### src/rtl/pwm_pkg.sv
// Shared definitions for the fixed-duty PWM generator: state encodings,
// phase-counter width and a parameter legality helper.
package pwm_pkg;

  localparam int CNT_W = 26;

  typedef enum logic [1:0] {
    IDLE = 2'b00,
    ON   = 2'b01,
    OFF  = 2'b10,
    BAD  = 2'b11
  } state_t;

  // A phase length must be at least one tick and must fit the counter.
  function automatic bit ticksLegal(input int unsigned ticks);
    return (ticks != 0) && (ticks < (32'd1 << CNT_W));
  endfunction

endpackage

### src/rtl/pwm_phase_counter.sv
// Phase timer: clears or increments each tick and flags the last tick of
// the phase whose length is presented on i_limit.
module pwm_phase_counter
  import pwm_pkg::*;
(
  input  logic             i_clk,
  input  logic             i_rst_n,
  input  logic             i_clear,
  input  logic             i_inc,
  input  logic [CNT_W-1:0] i_limit,
  output logic [CNT_W-1:0] o_count,
  output logic             o_terminal
);

  logic [CNT_W-1:0] r_count;
  logic [CNT_W-1:0] w_last;

  always_ff @(posedge i_clk or negedge i_rst_n) begin
    if (!i_rst_n) begin
      r_count <= '0;
    end else if (i_clear) begin
      r_count <= '0;
    end else if (i_inc) begin
      r_count <= r_count + CNT_W'(1);
    end
  end

  // Limits are at least one, so limit-1 never underflows.
  assign w_last     = i_limit - CNT_W'(1);
  assign o_terminal = (r_count == w_last);
  assign o_count    = r_count;

endmodule

### src/rtl/pwm_fsm.sv
// Fixed-duty PWM generator: IDLE -> ON/OFF alternation timed by a phase
// counter, with the PWM output registered alongside the state.
module pwm_fsm
  import pwm_pkg::*;
#(
  parameter int unsigned ON_TICKS  = 3,
  parameter int unsigned OFF_TICKS = 7
) (
  input  logic             clk1ms,
  input  logic             reset,
  output logic             PWM,
  output logic [1:0]       nextState,
  output logic [1:0]       state,
  output logic [CNT_W-1:0] counter
);

  if (!ticksLegal(ON_TICKS)) begin : g_bad_on_ticks
    $error("pwm_fsm: ON_TICKS must be in 1 .. 2^26-1");
  end
  if (!ticksLegal(OFF_TICKS)) begin : g_bad_off_ticks
    $error("pwm_fsm: OFF_TICKS must be in 1 .. 2^26-1");
  end

  localparam logic [CNT_W-1:0] ON_LIM  = CNT_W'(ON_TICKS);
  localparam logic [CNT_W-1:0] OFF_LIM = CNT_W'(OFF_TICKS);

  state_t           r_state;
  state_t           w_next;
  logic             r_pwm;
  logic             w_clear;
  logic             w_inc;
  logic             w_terminal;
  logic [CNT_W-1:0] w_limit;
  logic [CNT_W-1:0] w_count;

  assign w_limit = (r_state == ON) ? ON_LIM : OFF_LIM;

  always_comb begin
    w_next = IDLE;
    case (r_state)
      IDLE:    w_next = ON;
      ON:      w_next = w_terminal ? OFF : ON;
      OFF:     w_next = w_terminal ? ON : OFF;
      default: w_next = IDLE;
    endcase
  end

  // Outside ON/OFF the counter is held at zero, so every phase starts fresh.
  assign w_clear = ((r_state != ON) && (r_state != OFF)) || w_terminal;
  assign w_inc   = !w_clear;

  pwm_phase_counter u_phase_counter (
    .i_clk      (clk1ms),
    .i_rst_n    (reset),
    .i_clear    (w_clear),
    .i_inc      (w_inc),
    .i_limit    (w_limit),
    .o_count    (w_count),
    .o_terminal (w_terminal)
  );

  always_ff @(posedge clk1ms or negedge reset) begin
    if (!reset) begin
      r_state <= IDLE;
      r_pwm   <= 1'b0;
    end else begin
      r_state <= w_next;
      r_pwm   <= (w_next == ON);
    end
  end

  assign state     = r_state;
  assign nextState = w_next;
  assign PWM       = r_pwm;
  assign counter   = w_count;

endmodule

### config.mk
export PLATFORM = sky130hd
export DESIGN_NAME = pwm_fsm
export DESIGN_NICKNAME = d
export VERILOG_FILES = /design/src/rtl/pwm_pkg.sv /design/src/rtl/pwm_phase_counter.sv /design/src/rtl/pwm_fsm.sv
export SDC_FILE = /design/constraint.sdc
export NUM_CORES = 1
export LEC_CHECK = 0
export BUFFER_PORTS_ARGS = -buffer_cell sky130_fd_sc_hd__buf_2
export CAP_MARGIN = 20
export CORE_ASPECT_RATIO = 0.7
export CORE_MARGIN = 2
export CORE_UTILIZATION = 40
export CTS_BUF_LIST = sky130_fd_sc_hd__clkbuf_16
export DETAILED_ROUTE_END_ITERATION = 7
export PLACE_DENSITY = 0.64
export SYNTH_ARGS = -nofsm -noshare
export SYNTH_HDL_FRONTEND = slang
export SYNTH_SLANG_ARGS = --single-unit
### constraint.sdc
create_clock -name clk1ms -period 2.46 [get_ports clk1ms]
set_clock_uncertainty 0.1 [all_clocks]
set_input_delay 0.246 -clock clk1ms [delete_from_list [all_inputs] [get_ports clk1ms]]
set_output_delay 0.246 -clock clk1ms [all_outputs]
set_load 0.05 [all_outputs]
==> out/metrics.csv, run 1 <==
metric,value,unit
Avg Inst Size Synth,9.85,um2
Final TNS setup,-0.111,ns
Detailed Route WL,4140,um
total core area,3630,um2
Area Growth Syn to Fin,34.1,%
synthesized area,1570,um2
VDD IR max,299,uV
Rel. slew slack,57.2,%
status,"complete, but fails checks",
HPWL after DPL,2980,um
pre-CTS WS,-0.0367,ns
share of flip-flops with an asynchronous set or reset,100,%
Clock Path Buffers,2,
GR Overflow Total,0,
vias in the first global route,1392,
All-Layer GR Usage,20.0,%
ANT cells,0,
clock tree sinks,28,
fin. max-slew vios,0,
Cells after Synth,159,
largest net degree at the start of global routing,29,
Worst Path Max Fanout,2,
Yosys cell types,37,
sequential share of the synthesized area,44.7,%
first-pass GRT wire length,7000,um
RePlAce Congestion,0.820,
Post-synth EDFFs,0,
antenna violations before repair,0,
Layout Cells excl Fill,261,
I/O pin total,33,
pwr dens,404,nW/um2
slew at the pin with the worst max-slew slack,0.642,ns
final setup vio count,2,
Max Cap Violations,0,
Placement Rows,18,
fin crit share,103,%
Die Span Y,56.4,um
Vias/cell,5.46,
fmax,0.394,GHz
Worst EP arrival,2.19,ns
final worst slack,-0.0788,ns
Leakage,0.987,nW
Yosys warning total,0,
cts bufs inserted,3,
"Power, Total",849,uW
initial core utilization,43.2,%
Worst Setup End Kind,primary output,
die width,78.8,um
Synth Flop Type,dfrtp_1,
RSZ-0062 raised after global routing,yes,
Mapped Nets,165,
PortBufs,32,
worst hold path class,in -> async,
Crit path required time,2.11,ns
Nets,218,
H-tree levels,1,
Pre-Repair DR Iteration Count,4,
DRT iter0 DRCs,97,
Post-DRT Antenna Nets,0,
Worst setup SP type,flip-flop,
worst skew pair latency,0.27,ns
final worst path period need,2.54,ns
via count,1426,
critical setup path kind,reg -> out,
CTS root buf,clkbuf_16,
Die Area,4440,um2
DR WL/cell,15.8,um
CTS tree,built,
"Reg clk slew, reported paths",0.07,ns
Final Hold Vio Count,0,
Residual DRC,0,
Yosys reg bits,28,
share of cells above drive strength 1,39.3,%
placed cell count,254,
failing checks,negative setup slack,
[registers in the layout (all words and copies together) (netlist names)]
signal and count:
u_phase_counter.o_count 26, state 2
[cell usage in the layout (no fill, tap or decap), types with 2 or more instances in the layout]
cell type,count
a21oi_1,10
clkbuf_16,3
or4_1,3
dfrtp_1,22
buf_4,22
nor2_1,16
a21oi_2,2
inv_1,5
o31ai_1,3
nand3_1,9
nor4_4,2
nor3_1,2
or4_4,3
o21ai_0,8
buf_2,30
or3_1,6
and3_1,4
nor4_1,4
nand4_1,8
xor2_1,5
dfrtp_2,6
xnor2_1,8
nand2_1,7
ha_1,3
[cell type report]
type,count,area (um2)
tap,50,62.6
inverter,6,22.5
clock buffer,3,75.1
clock inverter,1,3.75
multi-input combinational,117,857
sequential,28,708
timing repair buffer,56,372
fill,320,1530
[routing by layer]
metal	global-route usage, %	vias to the layer above	wire length [um]
met3	4.66	2	260
met2	32.4	43	1910
li1	-	680	-
met1	28.3	701	1950
met5	0	-	0
met4	2.26	0	10
[synthesized netlist by cell type (all sizes together), types with 2 or more instances]
cell    count  area share (%)
a21oi      12             4.3
nor4        7             3.2
or3         6             2.4
or4         6             3.4
ha          4             3.2
clkbuf      3            0.80
and3        4             1.6
nand4      10             5.4
o31ai       3             1.4
xnor2       8             4.5
buf         5             2.6
dfrtp      28              45
nand3       9             2.9
nor2       16             3.8
nor3        2            0.64
and4        2             1.2
o21ai       8             2.6
nand2       7             1.7
xor2        5             2.8
inv         6             1.4
[final timing paths]
kind                                                 start                          end  slack [ns]  cells after the start
worst max-delay path            u_phase_counter.o_count[8]                 nextState[1]       -0.08                      6
worst min-delay path                                 reset   u_phase_counter.o_count[2]        0.44                      2
worst max register to register  u_phase_counter.o_count[0]  u_phase_counter.o_count[22]        0.22                      6
worst min register to register  u_phase_counter.o_count[0]   u_phase_counter.o_count[0]        0.47                      2
max in group asynchronous                            reset  u_phase_counter.o_count[15]        1.37                      2
min in group clk1ms             u_phase_counter.o_count[0]   u_phase_counter.o_count[0]        0.47                      2
[critical path: stages (launching register included)]
cell and delay (ns):
dfrtp_1 0.41, nor4_2 0.32, nand4_1 0.23, nor4_4 0.32, buf_4 0.18, mux2_4 0.32, buf_8 0.15
[per-stage QoR]
step	hold WS [ns]	utilization, %	area, um2
floorplan	-0.150	-	1590
global placement	0.197	53.3	1930
detailed placement	0.210	53.3	1930
CTS	0.464	57.2	2070
global route	0.491	57.9	2100
finish	0.436	57.9	2100
[power breakdown]
group | internal [mW] | leakage [nW] | total [mW] | switching (mW)
Sequential | 0.460 | 0.368 | 0.460 | 0
Combinational | 0.00159 | 0.580 | 0.0106 | 0.00899
Clock | 0.218 | 0.0385 | 0.378 | 0.160
Total | 0.680 | 0.987 | 0.849 | 0.169
[timing repair]
item | in CTS | in global routing
pin swaps | 2 | 3
endpoints found under the setup margin | 2 | 2
gates resized for setup | 10 | 6
endpoints found under the hold margin | 28 | 0
hold buffers | 1 | 0
setup buffers | 2 | 0
gates cloned | 0 | 0
[cell families after synthesis]
group	count (synthesis)	synth area share, %
DFF	28	44.7
xor gates and xnor gates	13	7.27
and+or+nand+nor	74	28.6
adders and majority gates	4	3.20
muxes	2	1.36
buffers and inverters	14	4.79
AOI/OAI and AO/OA	24	10.1
Power figures use the tool's default switching activity.
==> run 2: changes to the inputs <==
--- a/config.mk
+++ b/config.mk
@@ -7,12 +7,15 @@
 export LEC_CHECK = 0
 export BUFFER_PORTS_ARGS = -buffer_cell sky130_fd_sc_hd__buf_2
 export CAP_MARGIN = 20
+export CELL_PAD_IN_SITES_DETAIL_PLACEMENT = 1
+export CELL_PAD_IN_SITES_GLOBAL_PLACEMENT = 1
 export CORE_ASPECT_RATIO = 0.7
 export CORE_MARGIN = 2
-export CORE_UTILIZATION = 40
+export CORE_UTILIZATION = 41
 export CTS_BUF_LIST = sky130_fd_sc_hd__clkbuf_16
 export DETAILED_ROUTE_END_ITERATION = 7
-export PLACE_DENSITY = 0.64
+export PLACE_DENSITY = 0.8
+export SKIP_LAST_GASP = 1
 export SYNTH_ARGS = -nofsm -noshare
 export SYNTH_HDL_FRONTEND = slang
 export SYNTH_SLANG_ARGS = --single-unit
==> out/metrics.csv, run 2 (synthesis gave the netlist of run 1 again) <==
metric,value,unit,change
ANT cells,0,,unchanged
largest net degree at the start of global routing,29,,unchanged
total core area,3580,um2,-1.2%
crit path cell chain,nor4_1 > nand4_1 > nor4_4 > buf_4 > mux2_4 > buf_8,,
I/O pin total,33,,unchanged
H-tree levels,1,,unchanged
Clock Path Buffers,2,,unchanged
number of flip-flops in the largest register,26,,unchanged
worst skew pair latency,0.26,ns,about the same
"Reg clk slew, reported paths",0.07,ns,about the same
"most common cell after layout, fill and taps aside",buf_4,,
CP peak stage delay,0.43,ns,+0.02 ns
pwr dens,387,nW/um2,-4.3%
final worst slack,-0.197,ns,-0.118 ns
fin. max-slew vios,0,,unchanged
Rel. slew slack,56.6,%,-0.59 points
HPWL after DPL,3420,um,+15%
Placement Rows,18,,unchanged
Detailed Route WL,5990,um,+45%
Residual DRC,0,,unchanged
Die Span Y,55.7,um,-1.1%
All-Layer GR Usage,24.9,%,+4.9 points
Worst Path Max Fanout,2,,unchanged
"Power, Total",850,uW,+0.18%
DR WL/cell,22.1,um,+39%
CTS root buf,clkbuf_16,,
most frequent cells in the layout,"buf_4, buf_2, dfrtp_1, nor2_1, a21oi_1",,
clock tree sinks,28,,unchanged
vias in the first global route,1637,,+18%
area of the multi-input gates,880,um2,+2.6%
slew at the pin with the worst max-slew slack,0.651,ns,+0.00885 ns
initial core utilization,43.7,%,+0.54 points
Max Cap Violations,0,,unchanged
post-route cell area,2200,um2,+4.6%
final setup vio count,2,,unchanged
critical setup path kind,reg -> out,,
Die Area,4340,um2,-2.3%
worst hold path class,in -> async,,
Worst Setup End Kind,primary output,,
GR Overflow Total,0,,unchanged
Crit path required time,2.11,ns,about the same
antenna violations before repair,0,,unchanged
RePlAce Congestion,0.827,,+0.82%
Worst setup SP type,flip-flop,,
Area Growth Syn to Fin,40.3,%,
failing checks,negative setup slack,,
first-pass GRT wire length,8450,um,+21%
Leakage,1.06,nW,+7.2%
share of cells above drive strength 1,43.0,%,+3.6 points
Vias/cell,5.94,,+8.8%
Nets,228,,+4.6%
die width,77.9,um,-1.2%
Final Hold Vio Count,0,,unchanged
fmax,0.376,GHz,-4.4%
Fill cells,413,,+29%
PortBufs,32,,unchanged
final worst path period need,2.66,ns,+0.118 ns
placed cell count,258,,+1.6%
via count,1611,,+13%
status,"complete, but fails checks",,
VDD IR max,363,uV,+21%
Sequential Area,708,um2,unchanged
fin crit share,108,%,+4.8 points
cts bufs inserted,3,,unchanged
RSZ-0062 raised after global routing,yes,,
CTS tree,built,,
slowest CP cell,nor4_1,,
Post-DRT Antenna Nets,0,,unchanged
Layout Cells excl Fill,271,,+3.8%
final core utilization,61.4,%,+3.5 points
Area after DPL,1960,um2,+1.6%
Pre-Repair DR Iteration Count,4,,unchanged
DRT iter0 DRCs,87,,-10%
Worst EP arrival,2.31,ns,+0.12 ns
worst hold slack,0.448,ns,+0.0121 ns
-- run 2: cell types whose count changed in the layout (fill, tap and decap cells not counted), sizes merged --
cell and delta:
buf +10, clkinv -1, inv +1
-- run 2: worst max-delay path, delay by kind of cell (launching register included) --
family,cells,cell delay [ns]
flops,1,0.40
buf+inv,2,0.34
mux,1,0.32
simple gates,3,0.98
-- run 2: path summary, 6_finish.rpt --
kind / to / from / slack, ns / cells after the start
min: u_phase_counter.o_count[24] / reset / 0.45 / 2
max in group asynchronous: state[1] / reset / 1.34 / 2
min in group clk1ms: u_phase_counter.o_count[23] / u_phase_counter.o_count[23] / 0.51 / 2
max: nextState[1] / u_phase_counter.o_count[11] / -0.20 / 6
max reg2reg: u_phase_counter.o_count[16] / u_phase_counter.o_count[11] / 0.11 / 7
min reg2reg: u_phase_counter.o_count[23] / u_phase_counter.o_count[23] / 0.51 / 2
-- run 2: cell type report --
class | count | area share (%)
tap | 50 | 2.85
timing repair buffer | 66 | 20.3
sequential | 28 | 32.2
clock buffer | 3 | 3.41
clock inverter | 1 | 0.171
multi-input combinational | 117 | 40.0
inverter | 6 | 1.02
-- run 2: through the flow --
stage,TNS [ns],setup slack (ns)
2_1_floorplan,0,0.0128
3_3_place_gp,-0.00898,-0.00898
3_5_place_dp,0,0.00945
4_1_cts,-0.294,-0.173
5_1_grt,-0.401,-0.217
6_report,-0.370,-0.197
-- run 2: timing repair --
item | CTS | global route
pin swaps | 1 | 3
endpoints found under the setup margin | 2 | 3
endpoints found under the hold margin | 28 | 0
cloned | 0 | 0
gates resized for setup | 6 | 13
hold buffers | 1 | 0
buffers inserted | 1 | 7
-- run 2: power by group --
group	internal, mW	switching [mW]	total, mW
registers	0.460	0	0.460
clock network	0.218	0.161	0.379
logic	0.00160	0.00920	0.0108
total	0.680	0.170	0.850
-- run 2: per-layer routing --
metal  track usage [%]  wire [um]  vias up  share of wire [%]
met5                 0          0        -                  0
met4              8.93        255        0                4.3
met3              6.01        380       30                6.3
met2              40.9       2900       83                 48
met1              32.1       2450      799                 41
li1                  -          -      699                  -
==> run 3: changes to the inputs <==
--- a/config.mk
+++ b/config.mk
@@ -10,7 +10,6 @@
 export CELL_PAD_IN_SITES_DETAIL_PLACEMENT = 1
 export CELL_PAD_IN_SITES_GLOBAL_PLACEMENT = 1
 export CORE_ASPECT_RATIO = 0.7
-export CORE_MARGIN = 2
 export CORE_UTILIZATION = 41
 export CTS_BUF_LIST = sky130_fd_sc_hd__clkbuf_16
 export DETAILED_ROUTE_END_ITERATION = 7
==> out/metrics.csv, run 3 (synthesis gave the netlist of run 1 again) <==
metric,value,unit,change
Placement Rows,18,,unchanged
first-pass GRT wire length,7970,um,-5.6%
Vias/cell,5.84,,-1.7%
Final TNS setup,-0.189,ns,+0.181 ns
worst skew pair latency,0.26,ns,about the same
Detailed Route WL,5440,um,-9.1%
CTS root buf,clkbuf_16,,
largest net degree at the start of global routing,29,,unchanged
GR Overflow Total,0,,unchanged
pre-CTS WS,-0.0306,ns,-0.0400 ns
Post-DRT Antenna Nets,0,,unchanged
most frequent cells in the layout,"buf_2, buf_4, dfrtp_1, nor2_1, a21oi_1",,
met2 wire len,2610,um,-10%
Worst setup SP type,flip-flop,,
top layer in use,met4,,
die width,75.9,um,-2.6%
total core area,3580,um2,unchanged
status,"complete, but fails checks",,
post-route cell area,2180,um2,-0.74%
vias in the first global route,1517,,-7.3%
Nets,225,,-1.3%
share of cells above drive strength 1,42.7,%,-0.33 points
Met3 Routed Length,299,um,-21%
Max Cap Violations,0,,unchanged
Area Growth Syn to Fin,39.3,%,
Worst EP arrival,2.23,ns,-0.08 ns
ANT cells,0,,unchanged
DRT iter0 DRCs,64,,-26%
VDD IR max,313,uV,-14%
"Reg clk slew, reported paths",0.07,ns,about the same
Pre-Repair DR Iteration Count,4,,unchanged
critical setup path kind,reg -> out,,
fmax,0.388,GHz,+3.2%
pwr dens,389,nW/um2,+0.54%
final setup vio count,2,,unchanged
fin crit share,105,%,-3.3 points
Residual DRC,0,,unchanged
Worst Setup End Kind,primary output,,
fin. max-slew vios,0,,unchanged
via count,1566,,-2.8%
RSZ-0062 raised after global routing,yes,,
CTS tree,built,,
Clock Path Buffers,2,,unchanged
I/O pin total,33,,unchanged
cts bufs inserted,3,,unchanged
Die Span Y,53.7,um,-3.6%
"most common cell after layout, fill and taps aside",buf_2,,
Worst Path Max Fanout,2,,unchanged
antenna violations before repair,0,,unchanged
Leakage,1.04,nW,-1.6%
worst reg2reg path startpoint,u_phase_counter.o_count[0],,
Area after DPL,1940,um2,-1.1%
worst hold path class,in -> async,,
Worst R2R Setup Slack,0.24,ns,+0.13 ns
All-Layer GR Usage,27.6,%,+2.6 points
M1 WL,2400,um,-2.0%
Final Hold Vio Count,0,,unchanged
Rel. slew slack,55.5,%,-1.1 points
failing checks,negative setup slack,,
Worst R2R Path Depth,6,,-1
RePlAce Congestion,0.829,,+0.29%
slew at the pin with the worst max-slew slack,0.668,ns,+0.0165 ns
worst hold slack,0.452,ns,+0.00416 ns
final core utilization,60.9,%,-0.45 points
PortBufs,32,,unchanged
final worst path period need,2.57,ns,-0.0822 ns
H-tree levels,1,,unchanged
reg-to-reg critical path endpoint,u_phase_counter.o_count[20],,
DR WL/cell,20.3,um,-8.1%
clock tree sinks,28,,unchanged
number of flip-flops in the largest register,26,,unchanged
HPWL after DPL,3310,um,-3.4%
Crit path required time,2.11,ns,about the same
final worst slack,-0.115,ns,+0.0822 ns
Die Area,4080,um2,-6.1%
initial core utilization,43.7,%,unchanged
## run 3: how the worst max path moves through the flow
stage,from,endpoint,slack [ns]
2_1_floorplan,u_phase_counter.o_count[15],nextState[0],0.01
3_3_place_gp,u_phase_counter.o_count[15],nextState[1],0.12
3_5_place_dp,u_phase_counter.o_count[20],nextState[1],-0.03
4_1_cts,u_phase_counter.o_count[0],nextState[1],-0.16
5_1_grt,u_phase_counter.o_count[15],nextState[1],-0.23
6_report,u_phase_counter.o_count[15],nextState[1],-0.11
## run 3: layer usage
| metal | vias to the layer above | GRT usage, % |
|---|---|---|
| met2 | 55 | 46.5 |
| met4 | 0 | 7.72 |
| li1 | 700 | - |
| met1 | 799 | 35.8 |
| met3 | 12 | 6.18 |
| met5 | - | 0 |
## run 3: critical path, stage by stage (launching register included)
cell,delay (ns)
dfrtp_2,0.43
nor4_4,0.30
nand4_1,0.25
nor4_4,0.32
buf_4,0.18
mux2_4,0.32
buf_8,0.15
## run 3: repair_timing
| action | in CTS | in global routing |
|---|---|---|
| setup endpoints to repair | 2 | 2 |
| hold buffers | 1 | 0 |
| setup buffers | 4 | 4 |
| pin swaps | 2 | 3 |
| resized for setup | 11 | 9 |
| hold endpoints to repair | 28 | 0 |
## run 3: power by group
part | switching, mW | internal, mW | total [mW]
sequential | 0 | 0.460 | 0.460
combinational | 0.00942 | 0.00160 | 0.0110
clock | 0.159 | 0.218 | 0.377
## run 3: cell type report
type | count | area (um2)
Clock buffer | 3 | 75.1
Inverter | 6 | 22.5
Sequential cell | 28 | 708
Tap cell | 50 | 62.6
Timing Repair Buffer | 63 | 424
Multi-Input combinational cell | 117 | 886
Clock inverter | 1 | 3.75
Fill cell | 405 | 1400
## run 3: metrics by stage
step | power (mW) | instances
floorplan | 0.469 | 159
global placement | 0.479 | 255
detailed placement | 0.480 | 255
CTS | 0.858 | 264
global route | 0.874 | 268
finish | 0.848 | 268
